## src/rtl/branch_predictor_bht.sv

```systemverilog
// Direct-mapped BHT+BTB: combinational fetch lookup, execute-side mispredict/redirect and table update.
// Optional BP_STATS_EN adds saturating branch and mispredict counters.
module branch_predictor_bht #(
  parameter int         ENTRIES  = 16,
  parameter logic [1:0] CTR_INIT = 2'b01
) (
  input  logic        clk,
  input  logic        rst_n,
  input  logic [31:0] if_pc,
  output logic        pred_taken,
  output logic [31:0] pred_target,
  input  logic        ex_valid,
  input  logic        ex_is_branch,
  input  logic [31:0] ex_pc,
  input  logic        ex_br_true,
  input  logic [31:0] ex_target,
  input  logic        ex_pred_taken,
  input  logic [31:0] ex_pred_target,
  output logic        mispredict,
  output logic [31:0] redirect_pc
`ifdef BP_STATS_EN
  ,
  output logic [31:0] stat_branches,
  output logic [31:0] stat_mispredicts
`endif
);

  localparam int IDX_W = $clog2(ENTRIES);
  localparam int TAG_W = 30 - IDX_W;

  function automatic logic [1:0] ctr_inc(input logic [1:0] c);
    return (c == 2'b11) ? c : c + 2'b01;
  endfunction

  function automatic logic [1:0] ctr_dec(input logic [1:0] c);
    return (c == 2'b00) ? c : c - 2'b01;
  endfunction

  logic              valid_q  [ENTRIES];
  logic [TAG_W-1:0]  tag_q    [ENTRIES];
  logic [31:0]       target_q [ENTRIES];
  logic [1:0]        ctr_q    [ENTRIES];

  logic [IDX_W-1:0]  lk_idx, ex_idx;
  logic [TAG_W-1:0]  lk_tag, ex_tag;
  logic              lk_hit, ex_hit;
  logic              br_mis, alias_mis;

  // Fetch-side lookup
  assign lk_idx      = if_pc[IDX_W+1:2];
  assign lk_tag      = if_pc[31:IDX_W+2];
  assign lk_hit      = valid_q[lk_idx] && (tag_q[lk_idx] == lk_tag);
  assign pred_taken  = lk_hit && ctr_q[lk_idx][1];
  assign pred_target = pred_taken ? target_q[lk_idx] : if_pc + 32'd4;

  // Execute-side resolution; forced quiet while in reset
  assign ex_idx    = ex_pc[IDX_W+1:2];
  assign ex_tag    = ex_pc[31:IDX_W+2];
  assign ex_hit    = valid_q[ex_idx] && (tag_q[ex_idx] == ex_tag);
  assign br_mis    = ex_is_branch &&
                     ((ex_br_true != ex_pred_taken) ||
                      (ex_br_true && ex_pred_taken && (ex_pred_target != ex_target)));
  assign alias_mis = !ex_is_branch && ex_pred_taken;
  assign mispredict  = rst_n && ex_valid && (br_mis || alias_mis);
  assign redirect_pc = (ex_valid && ex_is_branch && ex_br_true) ? ex_target : ex_pc + 32'd4;

  // Table update; reset takes priority and drops any in-flight update
  always_ff @(posedge clk) begin
    if (!rst_n) begin
      for (int i = 0; i < ENTRIES; i++) begin
        valid_q[i]  <= 1'b0;
        tag_q[i]    <= '0;
        target_q[i] <= '0;
        ctr_q[i]    <= CTR_INIT;
      end
    end else if (ex_valid) begin
      if (ex_is_branch) begin
        if (ex_hit) begin
          if (ex_br_true) begin
            ctr_q[ex_idx]    <= ctr_inc(ctr_q[ex_idx]);
            target_q[ex_idx] <= ex_target;
          end else begin
            ctr_q[ex_idx]    <= ctr_dec(ctr_q[ex_idx]);
          end
        end else if (ex_br_true) begin
          valid_q[ex_idx]  <= 1'b1;
          tag_q[ex_idx]    <= ex_tag;
          target_q[ex_idx] <= ex_target;
          ctr_q[ex_idx]    <= 2'b10;
        end
      end else if (ex_pred_taken && ex_hit) begin
        valid_q[ex_idx] <= 1'b0;
      end
    end
  end

`ifdef BP_STATS_EN
  function automatic logic [31:0] sat_inc32(input logic [31:0] v);
    return (v == 32'hFFFF_FFFF) ? v : v + 32'd1;
  endfunction

  always_ff @(posedge clk) begin
    if (!rst_n) begin
      stat_branches    <= '0;
      stat_mispredicts <= '0;
    end else begin
      if (ex_valid && ex_is_branch) stat_branches <= sat_inc32(stat_branches);
      if (mispredict)               stat_mispredicts <= sat_inc32(stat_mispredicts);
    end
  end
`endif

endmodule

```

## config.mk

```make
export PLATFORM = sky130hd
export DESIGN_NAME = branch_predictor_bht
export DESIGN_NICKNAME = d
export VERILOG_FILES = /design/src/rtl/branch_predictor_bht.sv
export SDC_FILE = /design/constraint.sdc
export NUM_CORES = 2
export LEC_CHECK = 0
export BUFFER_PORTS_ARGS = -buffer_cell sky130_fd_sc_hd__buf_2
export CAP_MARGIN = 20
export CORE_UTILIZATION = 40
export DETAILED_ROUTE_END_ITERATION = 16
export GPL_TIMING_DRIVEN = 0
export PLACE_DENSITY = 0.69
export SYNTH_ARGS = -nofsm -noshare
export SYNTH_HDL_FRONTEND = slang
export SYNTH_SLANG_ARGS = --single-unit
```

## constraint.sdc

```tcl
create_clock -name clk -period 5.1 [get_ports clk]
set_input_delay 0.51 -clock clk [delete_from_list [all_inputs] [get_ports clk]]
set_output_delay 0.51 -clock clk [all_outputs]
set_load 0.005 [all_outputs]
```

Word level (Yosys, flattened, before mapping)
Memory sizes are Yosys's and may differ from the RTL's.
Index checks and enable logic that the tools add are counted.
{"block": "op_classes", "mux": 43, "n_bitwise": 4, "addsub": 4, "eq_ne": 5, "n_reduce_logical": 20}
{"cell": "2-to-1 mux 32 bit", "count": 4}
{"cell": "adder 32 x 3 -> 32 bit, second input constant", "count": 2}
{"cell": "== test 26 bit", "count": 2}
{"cell": "inequality test 32 bit", "count": 1}
{"cell": "OR reduction 32 bit", "count": 1}
{"cell": "2-to-1 mux 1 bit", "count": 29}
{"cell": "2-to-1 mux 26 bit", "count": 1}
{"cell": "OR reduction 26 bit", "count": 1}
{"cell": "2-to-1 mux 4 bit", "count": 4}
{"cell": "logical AND 1 bit", "count": 12}
{"cell": "2-to-1 mux 2 bit", "count": 5}
{"cell": "OR 1 bit", "count": 4}
{"cell": "adder 2 x 1 -> 2 bit, second input constant", "count": 1}
{"cell": "== test 2 bit, second input constant", "count": 1}
{"cell": "logical NOT 2 bit", "count": 1}
{"cell": "logical OR 1 bit", "count": 2}
{"cell": "OR reduction 2 bit", "count": 1}
{"cell": "subtractor 2 x 1 -> 2 bit, second input constant", "count": 1}
{"cell": "logical NOT 1 bit", "count": 1}
{"cell": "inequality test 1 bit", "count": 1}
{"cell": "OR reduction 1 bit", "count": 1}
{"block": "totals", "input_bits": 134, "regBits": 0, "ramBits": 976, "mem_count": 4}
{"memory": "target_q", "depth": 16, "width": 32, "rd": 1, "rd_ports_with_merged_regs": 0, "wr": 16, "line_no": "41", "source": "logic [31:0] target_q [ENTRIES];"}
{"memory": "tag_q", "depth": 16, "width": 26, "rd": 2, "rd_ports_with_merged_regs": 0, "wr": 16, "line_no": "40", "source": "logic [TAG_W-1:0] tag_q [ENTRIES];"}
{"memory": "ctr_q", "depth": 16, "width": 2, "rd": 2, "rd_ports_with_merged_regs": 0, "wr": 16, "line_no": "42", "source": "logic [1:0] ctr_q [ENTRIES];"}
{"memory": "valid_q", "depth": 16, "width": 1, "rd": 2, "rd_ports_with_merged_regs": 0, "wr": 16, "line_no": "39", "source": "logic valid_q [ENTRIES];"}

Logic depth before layout (Yosys ltp)
An unclocked memory read counts as a cell.
{"block": "depth", "word_depth": 12, "depth_mapped": 16, "ltp_nobuf": 9}

Worst setup path before layout
OpenSTA, ideal clock, no wires.
{"block": "synth_path", "path_type": "input port to flip-flop", "from": "input ex_pc[2]", "to": "memory tag_q[10][0] in the netlist's numbering (enable)", "arrival_time_ns": 4.773, "cell_stages": 13, "path_slack_ns": -0.122, "path_buffers": 6, "t_required_ns": 4.651, "setup_time_ns": 0.449, "cell_sequence": "buf_6 buf_12 buf_12 buf_12 buf_6 mux4_2 o21ai_0 a21oi_1 a32oi_1 a211o_1 nor3_2 buf_2 o31ai_1"}
{"item": "from (decl)", "line_no": "14", "source": "input logic [31:0] ex_pc,"}
{"item": "to (decl)", "line_no": "40"}

==> run_results.csv <==
group,metric,value,unit
layout,num-fill-cells,10913,
global_route,grt_use_total,33.6,%
worst_setup_path,start_kind,"primary input",
worst_setup_path,critPathCapture,"tag_q[10][8]",
logic_synthesis,synth_area,51500,um2
logic_synthesis,ys.flop_type,"edfxtp_1",
logic_synthesis,synth.avg_cell_area,14.4,um2
hold_path,min_path_cells,2,
timing,clock_skew,58.3,ps
logic_synthesis,synth-seq-cells,976,
clock_network,clock-sinks,976,
worst_setup_path,crit_start,"ex_pc[3]",
run,drv_cap,0,
layout,fin_area,60000,um2
pwr,pwr-share-seq,48.3,%
pwr,power.leakage,22.1,nW
worst_setup_path,arrival,5850,ps
run_status,failed_checks,"setup timing",
pwr,power_density,326,nW/um2
pwr,combPwrFrac,13.9,%
placement,post-dp-hpwl,160,mm
global_route,gr-total-overflow,0,
floorplanning,start_util,40.3,%
timing,drv_slew,0,
pwr,p_switching,5.27,mW
logic_synthesis,synthCells,3577,
placement,dp_slack,-2110,ps
pwr,ir_worst_vdd,0.324,mV
logic_synthesis,netlist_top_cells_count,"960 x edfxtp_1, 523 x and2_1, 422 x and3_1",
timing,layout_min_cycle_time,5380,ps
logic_synthesis,synth_top_area_share,56.0,%
worst_setup_path,end_kind,"register",
layout,area_growth,16.5,%
routing,avgRoutedWirePerCell,38.8,um
run_status,outcome,"finished, violations left",
global_route,grt_pass1_vias,36417,
pwr,clkPwrFrac,37.7,%
routing,routed_wl,222,mm
logic_synthesis,yosys.area.top_type,"edfxtp_1",
logic_synthesis,ys_top_cells_by_area,"edfxtp_1 56%, mux4_2 16%, and2_1 6.4%, and3_1 5.1%, clkbuf_1 2.3%",
worst_setup_path,reg2reg_from,"tag_q[4][3]",
worst_setup_path,critPathKind,"primary input to register",
worst_setup_path,critPathRequiredTime,5570,ps
clock_network,cts_buffer_depth,3,
worst_setup_path,rr_endpoint,"tag_q[10][8]",
timing,setup_violations,388,
timing,period_share,105,%
floorplanning,die_w,361,um
timing,fmax,186,MHz
clock_network,clk_pin_slew_worst_paths,70,ps
timing,tightest_slew,1330,ps
global_route,grt_antenna_before_repair,16,
floorplanning,dieHeight,361,um
logic_synthesis,synth_edf_count,960,
logic_synthesis,synth-seq-area-share,56.6,%
pwr,swShare,27.0,%
placement,placed_area,56200,um2
logic_synthesis,ys_warn_count,0,
timing,finalHoldViolCount,0,
global_route,grt_first_pass_wirelength,298,mm
layout,multi_input_area,21100,um2
routing,routed_via_density,6.78,
worst_setup_path,path_max_fanout,11,
clock_network,clock_latency,760,ps
clock_network,cts_buffers,99,
timing,fin_tns_setup,-36000,ps
worst_setup_path,slowest_stage,"buf_1",
pwr,internal_power,14.3,mW
worst_setup_path,reg2reg_setup_slack,-80,ps
clock_network,cts_root_buffer,"clkbuf_16",
floorplanning,coreArea,128000,um2
timing,relSlewSlack,10.8,%
floorplanning,ios,200,
hold_path,hp-class,"primary input to register",
timing,whs,162,ps
logic_synthesis,synth_most_common_cell,"edfxtp_1",
routing,via_count,38718,
routing,dr.pass1.iters,7,
routing,drt_iter0_drc,7458,
timing,timing.final.ws_setup,-276,ps
global_route,grt_max_degree,25,
logic_synthesis,synth_nets,3717,
pwr,total_power,19.5,mW
routing,ant_nets,0,
routing,drc_errors,0,
placement,io_buffer_count,194,
floorplanning,num_rows,131,
floorplanning,die_area,130000,um2
layout,finish.net_count,4102,
placement,gp_congestion,1.09,
worst_setup_path,max_stage_delay,670,ps
clock_network,cts_htree_levels,3,
layout,layout-drive-gt1-share,24.9,%
worst_setup_path,crit_top_cell,"buf_2",
clock_network,cts_tree,"yes",
worst_setup_path,r2r_cells,10,
logic_synthesis,ys_types,82,
layout,seqCellArea,29100,um2
logic_synthesis,async_flop_share,0,%
worst_setup_path,path_cells,"buf_2, buf_4, buf_6, clkinv_1, buf_1, a32oi_1, nand3_1, o21ai_0, nand4_1, a2111oi_4, nand3_2, buf_2, clkbuf_1, and3_1",
cells in the final DEF, fill, tap and decap left out, drive strengths merged, types with 9 or more instances in the layout:
master and instances:
a211oi 40, a21oi 16, a22o 12, a22oi 27
a31oi 9, and2 524, and3 422, buf 352
clkbuf 438, clkinv 42, dfxtp 16, edfxtp 960
inv 27, mux2 40, mux2i 89, mux4 372
nand2 102, nand3 40, nand4 26, nor2 70
nor3 25, nor4 16, o211ai 20, o21ai 93
o21bai 16, o31ai 16, xnor2 77, xor2 54
area by class of cell:
class,instances,area share [%]
multi-input cells,2191,35.1
well taps,1662,3.47
diodes,7,0.0292
flip-flops and latches,976,48.6
repair buffers,287,4.12
clock buffers,130,4.50
plain buffers,380,3.15
clock inverters,52,0.822
inverters,27,0.173
power by group through the flow:
stage	sequential, mW	clock (mW)	combinational, mW
2_1_floorplan	9.54	0	1.34
5_1_grt	9.47	7.56	2.71
3_5_place_dp	9.59	0	2.53
6_report	9.44	7.37	2.72
3_3_place_gp	9.63	0	2.37
4_1_cts	9.42	7.28	2.56
timing repair:
action                     CTS  global route
resized for setup           98            34
hold buffers                 0             0
pin swaps                    2             4
setup endpoints to repair  925           549
setup buffers                1             5
registers in the layout (all words and copies together), names as in the netlist:
signal    flops
tag_q       416
valid_q      16
target_q    512
ctr_q        32
per-layer routing:
layer / vias up / GRT usage [%] / routed length, um
li1: 14611 / - / -
met1: 19451 / 40.4 / 73400
met2: 3718 / 47.8 / 92400
met3: 924 / 16.4 / 37400
met4: 14 / 21.1 / 18100
met5: - / 1.11 / 277
critical path: cells and delay by family:
family	cells	cell delay, ps
AOI/OAI and AO/OA	3	1140
and+or+nand+nor	4	1260
buffers and inverters	7	2880
per-stage QoR:
step / instances / util, %
global placement: 5433 / 42.7
detailed placement: 5506 / 44.0
global route: 5706 / 47.0
floorplan: 3577 / -
finish: 5712 / 47.0
CTS: 5688 / 46.8
cell families after synthesis:
group                      synth area share (%)
xor gates and xnor gates                   2.23
DFF                                        56.6
buffers and inverters                      3.47
adders and majority gates                 0.146
muxes                                      18.9
AOI/OAI and AO/OA                          4.22
and+or+nand+nor                            14.4
how the worst min path moves through the flow:
stage | slack [ps] | endpoint | start
floorplan | 490 | valid_q[6] | valid_q[6]
global placement | 510 | valid_q[6] | valid_q[6]
detailed placement | 530 | valid_q[6] | valid_q[6]
CTS | 160 | target_q[15][23] | ex_target[23]
global route | 200 | target_q[13][17] | ex_target[17]
finish | 160 | target_q[15][1] | ex_target[1]
No activity file was read; power rests on OpenSTA's default activity.
